==> config.mk <==
export PLATFORM = sky130hd
export DESIGN_NAME = sink_arb
export DESIGN_NICKNAME = d
export VERILOG_FILES = /design/src/rtl/sink_arb_pkg.sv /design/src/rtl/rr_arbiter.sv /design/src/rtl/sink_arb.sv
export SDC_FILE = /design/constraint.sdc
export NUM_CORES = 1
export LEC_CHECK = 0
export BUFFER_PORTS_ARGS = -buffer_cell sky130_fd_sc_hd__buf_2
export CORE_UTILIZATION = 57
export CTS_CLUSTER_DIAMETER = 50
export DETAILED_ROUTE_END_ITERATION = 10
export HOLD_SLACK_MARGIN = 0.05
export PLACE_DENSITY = 0.85
export SLEW_MARGIN = 20
export SYNTH_ARGS = -nofsm -noshare
export SYNTH_HDL_FRONTEND = slang
export SYNTH_SLANG_ARGS = --single-unit
==> constraint.sdc <==
create_clock -name clk -period 6.12 [get_ports clk]
set_input_delay 0.918 -clock clk [delete_from_list [all_inputs] [get_ports clk]]
set_output_delay 0.918 -clock clk [all_outputs]
set_load 0.01 [all_outputs]
==> src/rtl/sink_arb_pkg.sv <==
// Shared types and flit field layout for the sink-port arbiter.
package sink_arb_pkg;

    // Sequence id carried in every flit.
    typedef logic [7:0] id_t;

    localparam int unsigned ID_W    = 8;
    localparam int unsigned CNT_W   = 16;
    localparam logic [15:0] CNT_MAX = 16'hFFFF;

    // MSB position of each flit field. The layout from the top is:
    // src, dst, id, data.
    function automatic int unsigned src_pos(int unsigned width, int unsigned naddr);
        return width - 1 + (naddr - naddr);
    endfunction

    function automatic int unsigned dst_pos(int unsigned width, int unsigned naddr);
        return width - 1 - naddr;
    endfunction

    function automatic int unsigned id_pos(int unsigned width, int unsigned naddr);
        return width - 1 - 2 * naddr;
    endfunction

    function automatic int unsigned data_pos(int unsigned width, int unsigned naddr);
        return width - 1 - 2 * naddr - ID_W;
    endfunction

endpackage

==> src/rtl/rr_arbiter.sv <==
// Round-robin arbiter: picks the first asserted request at or after ptr, wrapping at K-1.
module rr_arbiter #(
    parameter int unsigned K       = 4,
    parameter int unsigned K_WIDTH = $clog2(K)
) (
    input  logic [K-1:0]       req,
    input  logic [K_WIDTH-1:0] ptr,
    output logic [K-1:0]       gnt,
    output logic [K_WIDTH-1:0] gnt_idx,
    output logic               any
);

    // Rotating priority search; only the first hit is granted.
    always_comb begin
        int unsigned idx;
        logic        found;
        gnt     = '0;
        gnt_idx = '0;
        found   = 1'b0;
        idx     = 0;
        for (int unsigned off = 0; off < K; off++) begin
            idx = (int'(ptr) + off) % K;
            if (!found && req[idx]) begin
                found    = 1'b1;
                gnt[idx] = 1'b1;
                gnt_idx  = K_WIDTH'(idx);
            end
        end
    end

    assign any = |req;

endmodule

==> src/rtl/sink_arb.sv <==
// K-to-1 sink-port arbiter with a one-entry output register, per-requester
// id-sequence checking and saturating accepted-flit counters.
module sink_arb
    import sink_arb_pkg::*;
#(
    parameter int unsigned WIDTH        = 32,
    parameter int unsigned N            = 16,
    parameter int unsigned N_ADDR_WIDTH = $clog2(N),
    parameter int unsigned K            = 4,
    parameter int unsigned K_WIDTH      = $clog2(K)
) (
    input  logic                 clk,
    input  logic                 rst,
    input  logic [K*WIDTH-1:0]   in_data,
    input  logic [K-1:0]         in_valid,
    output logic [K-1:0]         in_ready,
    output logic [WIDTH-1:0]     out_data,
    output logic                 out_valid,
    input  logic                 out_ready,
    output logic [K_WIDTH-1:0]   grant_idx,
    output logic [K-1:0]         id_err,
    output logic [K*CNT_W-1:0]   pkt_cnt
);

    // Fall back to the node-count width if the address width is overridden to zero.
    localparam int unsigned NADDR    = (N_ADDR_WIDTH > 0) ? N_ADDR_WIDTH : $clog2(N);
    localparam int unsigned SRC_POS  = src_pos(WIDTH, NADDR);
    localparam int unsigned DST_POS  = dst_pos(WIDTH, NADDR);
    localparam int unsigned ID_POS   = id_pos(WIDTH, NADDR);
    localparam int unsigned DATA_POS = data_pos(WIDTH, NADDR);

    // State
    logic [K_WIDTH-1:0] ptr_q, ptr_d;
    logic [WIDTH-1:0]   out_data_q, out_data_d;
    logic               out_valid_q, out_valid_d;
    logic [K_WIDTH-1:0] grant_idx_q, grant_idx_d;
    logic [K-1:0]       seen_q, seen_d;
    id_t                exp_q [K];
    id_t                exp_d [K];
    logic [K-1:0]       id_err_q, id_err_d;
    logic [CNT_W-1:0]   cnt_q [K];
    logic [CNT_W-1:0]   cnt_d [K];

    // Arbitration
    logic [K-1:0]       gnt;
    logic [K_WIDTH-1:0] gnt_idx;
    logic               any_req;
    logic               can_load;
    logic               accept;

    logic [WIDTH-1:0]   in_flit [K];
    logic [WIDTH-1:0]   sel_flit;
    logic [NADDR-1:0]   sel_src;
    logic [NADDR-1:0]   sel_dst;
    id_t                sel_id;
    logic [DATA_POS:0]  sel_data;

    rr_arbiter #(
        .K       (K),
        .K_WIDTH (K_WIDTH)
    ) u_rr_arbiter (
        .req     (in_valid),
        .ptr     (ptr_q),
        .gnt     (gnt),
        .gnt_idx (gnt_idx),
        .any     (any_req)
    );

    assign can_load = !out_valid_q || out_ready;
    // Reset blocks every handshake so nothing is consumed while state is cleared.
    assign accept   = can_load && any_req && !rst;
    assign in_ready = accept ? gnt : '0;

    // Split the flat input bus into per-requester flits.
    always_comb begin
        for (int unsigned i = 0; i < K; i++) begin
            in_flit[i] = in_data[i*WIDTH +: WIDTH];
        end
    end

    assign sel_flit = in_flit[gnt_idx];
    assign sel_src  = sel_flit[SRC_POS -: NADDR];
    assign sel_dst  = sel_flit[DST_POS -: NADDR];
    assign sel_id   = sel_flit[ID_POS -: ID_W];
    assign sel_data = sel_flit[DATA_POS:0];

    // Output register and pointer next state.
    always_comb begin
        ptr_d       = ptr_q;
        out_data_d  = out_data_q;
        out_valid_d = out_valid_q;
        grant_idx_d = grant_idx_q;
        if (accept) begin
            out_data_d  = {sel_src, sel_dst, sel_id, sel_data};
            out_valid_d = 1'b1;
            grant_idx_d = gnt_idx;
            ptr_d       = (gnt_idx == K_WIDTH'(K - 1)) ? '0 : gnt_idx + 1'b1;
        end else if (out_ready) begin
            out_valid_d = 1'b0;
        end
    end

    // Per-requester id tracking and accept counters.
    always_comb begin
        seen_d   = seen_q;
        id_err_d = id_err_q;
        for (int unsigned i = 0; i < K; i++) begin
            exp_d[i] = exp_q[i];
            cnt_d[i] = cnt_q[i];
            if (in_ready[i]) begin
                if (seen_q[i] && (sel_id != exp_q[i])) begin
                    id_err_d[i] = 1'b1;
                end
                exp_d[i]  = sel_id + 8'd1;
                seen_d[i] = 1'b1;
                if (cnt_q[i] != CNT_MAX) begin
                    cnt_d[i] = cnt_q[i] + 1'b1;
                end
            end
        end
    end

    // State registers with synchronous reset.
    always_ff @(posedge clk) begin
        if (rst) begin
            ptr_q       <= '0;
            out_data_q  <= '0;
            out_valid_q <= 1'b0;
            grant_idx_q <= '0;
            seen_q      <= '0;
            id_err_q    <= '0;
            for (int unsigned i = 0; i < K; i++) begin
                exp_q[i] <= '0;
                cnt_q[i] <= '0;
            end
        end else begin
            ptr_q       <= ptr_d;
            out_data_q  <= out_data_d;
            out_valid_q <= out_valid_d;
            grant_idx_q <= grant_idx_d;
            seen_q      <= seen_d;
            id_err_q    <= id_err_d;
            for (int unsigned i = 0; i < K; i++) begin
                exp_q[i] <= exp_d[i];
                cnt_q[i] <= cnt_d[i];
            end
        end
    end

    // Flatten counters onto the output bus.
    always_comb begin
        pkt_cnt = '0;
        for (int unsigned i = 0; i < K; i++) begin
            pkt_cnt[i*CNT_W +: CNT_W] = cnt_q[i];
        end
    end

    assign out_data  = out_data_q;
    assign out_valid = out_valid_q;
    assign grant_idx = grant_idx_q;
    assign id_err    = id_err_q;

endmodule

==> summary.md <==
| Metric | Value |
|---|---|
| Status | complete, no violations |
| Power per Cell Area | 317.7 nW/um^2 |
| Ys flop type | dfxtp_1 |
| CP startpoint | ptr_q[1] |
| H-tree depth | 4 |
| Post-CTS Resized | 0 |
| GRT overflow | 0 |
| Critical path data arrival time | 3.75 ns |
| Hold path startpoint | out_data[8] |
| Layout area overhead | 21.96% |
| Synth Area per Inst | 8.112 um^2 |
| Initial Util | 58.51% |
| Area post-placement | 9356 um^2 |
| Worst-margin pin slew | 0.8336 ns |
| Final net count | 1354 |
| Critical path type | flop to output pin |
| Maxcap violations | 0 |
| Period utilisation layout | 76.30% |
| CTS sink count | 141 |
| Ports | 242 |
| Setup crit start kind | flop |
| Yosys top cell by area | dfxtp_1 |
| CP max FO | 18 |
| Main combinational cell family by area after synthesis | simple AND/OR/NAND/NOR gates |
| Mux cell area share after synthesis | 5.203% |
| Final min period | 4.670 ns |
| Num CTS Buffers | 17 |
| Area occupied by multi-input gates | 4991 um^2 |
| Place WS | 1.540 ns |
| Sequential area share after synthesis | 34.62% |
| Critical path endpoint category | output pin |
| Setup ws final | 1.450 ns |
| Largest net degree at the start of global routing | 92 |
| Antenna Cells | 0 |
| P_leak | 4.415 nW |
| Router iterations before antenna repair | 5 |
| Adder-cell share of the synthesized area | 1.995% |
| Via count | 7951 |
| Max VDD drop | 0.2335 mV |
| Row count | 43 |
| Worst hold-check path type | flop to flop |
| Async SR Flop Fraction | 0% |
| Worst R2R Start | ptr_q[1] |
| DR WL/cell | 16.07 um |
| Final instance area | 9943 um^2 |
| Mapped cell area | 8153 um^2 |
| Cells after Synth | 1005 |
| Die Area | 14790 um^2 |
| CTS max path bufs | 2 |
| Share of layout cells above drive strength 1 | 27.07% |
| GPL Wtd Cong | 0.9137 |
| Yosys top cell area share | 34.62% |
| Post-synthesis xor/xnor area fraction | 10.91% |
| Setup TNS | 0 ns |
| Yosys warning count | 0 |
| CP required | 5.20 ns |
| Fill cells | 1149 |
| Residual DRC | 0 |
| CTS Root Cell | clkbuf_16 |
| Vias in the first global route | 7271 |
| Number of flops mapped to enable cells by yosys | 0 |
| Routed WL | 22480 um |
| Reg clk slew, reported paths | 0.06 ns |
| Seq cells post-synth | 141 |
| Util after Layout | 71.36% |
| Synth unique cells | 78 |
| Buffers on Ports | 241 |
| Die Span Y | 121.6 um |
| DR iter-0 viols | 446 |
| Slew margin rel. | 43.70% |
| Reg area | 2823 um^2 |
| Worst skew pair latency | 0.42 ns |
| Antenna Nets Post-Route | 0 |
| Die width | 121.6 um |
| Syn Nets | 1153 |
| Vias per cell | 5.683 |
| Global Route Usage Sum | 30.61% |
| Compound-gate portion of the synthesized area | 13.34% |
| First-pass GRT wire length | 35620 um |
| Max Clock Freq | 0.2142 GHz |
| Cts hold-fix bufs | 0 |
| Antenna violations before repair | 0 |
| Area share of and/or/nand/nor cells after synthesis | 29.70% |
| Synth area leaders | dfxtp_1 35%, nand2_1 7.8%, xor2_1 6.3% |
| CTS tree | yes |
| Slew Viols, Final | 0 |
| # setup viols final | 0 |
| Final Hold Fails | 0 |
| Core region area | 13930 um^2 |
| Dpl hpwl | 16180 um |
| # Post-CTS Setup Buffers | 0 |
| RSZ-0062 raised after global routing | no |
| Clock skew | 0.004100 ns |
==> power breakdown <==
group,internal (W),switching [W]
sequential,0.00101,0.0000618
combinational,0.000408,0.000653
clock,0.000607,0.000422
total,0.00202,0.00114
==> logic make-up (layout without fill, tap and decap cells) <==
group | count (synthesis) | after routing
compound gates | 135 | 135
xor+xnor | 99 | 99
fa+ha+maj | 13 | 13
buf+inv | 77 | 291
flops | 141 | 141
mux | 36 | 36
simple gates | 504 | 504
==> stage by stage <==
stage	cells	total power [W]	hold slack [ns]
3_5_place_dp	1367	0.002132	0.4455
6_report	1399	0.003159	0.4543
3_3_place_gp	1367	0.002115	0.4416
5_1_grt	1399	0.003314	0.4798
4_1_cts	1399	0.003160	0.4545
2_1_floorplan	1005	0.001863	0.4407
==> metal layers <==
layer / vias to the layer above / routed length, um / track usage, %
li1: 3907 / - / -
met1: 3665 / 9436 / 36.69
met2: 318 / 10890 / 51.53
met3: 61 / 1398 / 7.163
met4: 0 / 759 / 14.66
met5: - / 0 / 0
==> cells in the final DEF (no fill, tap or decap), types with 12 or more instances in the layout <==
master	netlist	final
mux2i_1	23	23
nand3_1	100	100
o21ai_0	16	16
and3_1	16	16
a211oi_1	24	24
buf_4	2	12
dfxtp_1	141	141
a21oi_1	22	22
clkbuf_16	0	17
ha_1	13	13
nor2_1	110	110
nand2_1	169	169
nand4_1	13	13
buf_2	15	240
nand3b_1	32	32
xnor2_1	37	37
xor2_1	59	59
==> flip-flops by register name, indices dropped and copies added (netlist names) <==
signal	flops
cnt_q	64
exp_q	32
grant_idx	2
id_err	4
out_data	32
out_valid	1
ptr_q	2
seen_q	4
==> synthesized netlist by cell type (3+ instances only) <==
library cell  count
mux2_2            7
nand2b_1          8
a32o_1            3
nor3_1           10
a211oi_2          4
o21ai_2           3
a31oi_1           4
o21ai_0          16
dfxtp_1         141
a21oi_2           3
a221oi_1          4
o2111ai_1         3
or3_1             5
mux2i_1          23
a22o_1            4
and4_1           11
a211oi_1         24
nand4_1          13
mux4_2            3
and3_1           16
o21ai_1           5
buf_2            15
nand3b_1         32
and2_1            8
a21oi_1          22
xnor2_1          37
a311oi_4          3
ha_1             13
xor2_1           59
a311oi_1          8
nor4_1            5
xnor2_2           3
nand3_1         100
clkbuf_1         42
buf_6             4
inv_1             6
nand2_1         169
nor2_1          110
buf_1             7
==> layout make-up <==
type,count,area share (%)
inverter,7,0.2643
timing repair buffer,252,12.99
clock inverter,14,1.586
sequential,141,28.39
clock buffer,18,4.316
multi-input combinational,787,50.20
tap,180,2.265
==> path summary, 6_finish.rpt <==
kind	cells past startpoint	end	slack (ns)
setup / recovery	9	in_ready[3]	1.45
hold / removal	2	out_data[8]	0.45
setup reg to reg	13	exp_q[0][4]	1.46
hold reg to reg	2	out_data[8]	0.45
==> worst max-delay path, cell delays in order, from the launching register on <==
cell and delay [ns]:
dfxtp_1 0.56, inv_1 0.21, ha_1 0.55, mux4_2 0.68, nor2b_4 0.31, a22o_1 0.17, nand2_1 0.05, a31o_2 0.32
inv_2 0.27, buf_2 0.19
No activity file was read; power rests on OpenSTA's default activity.
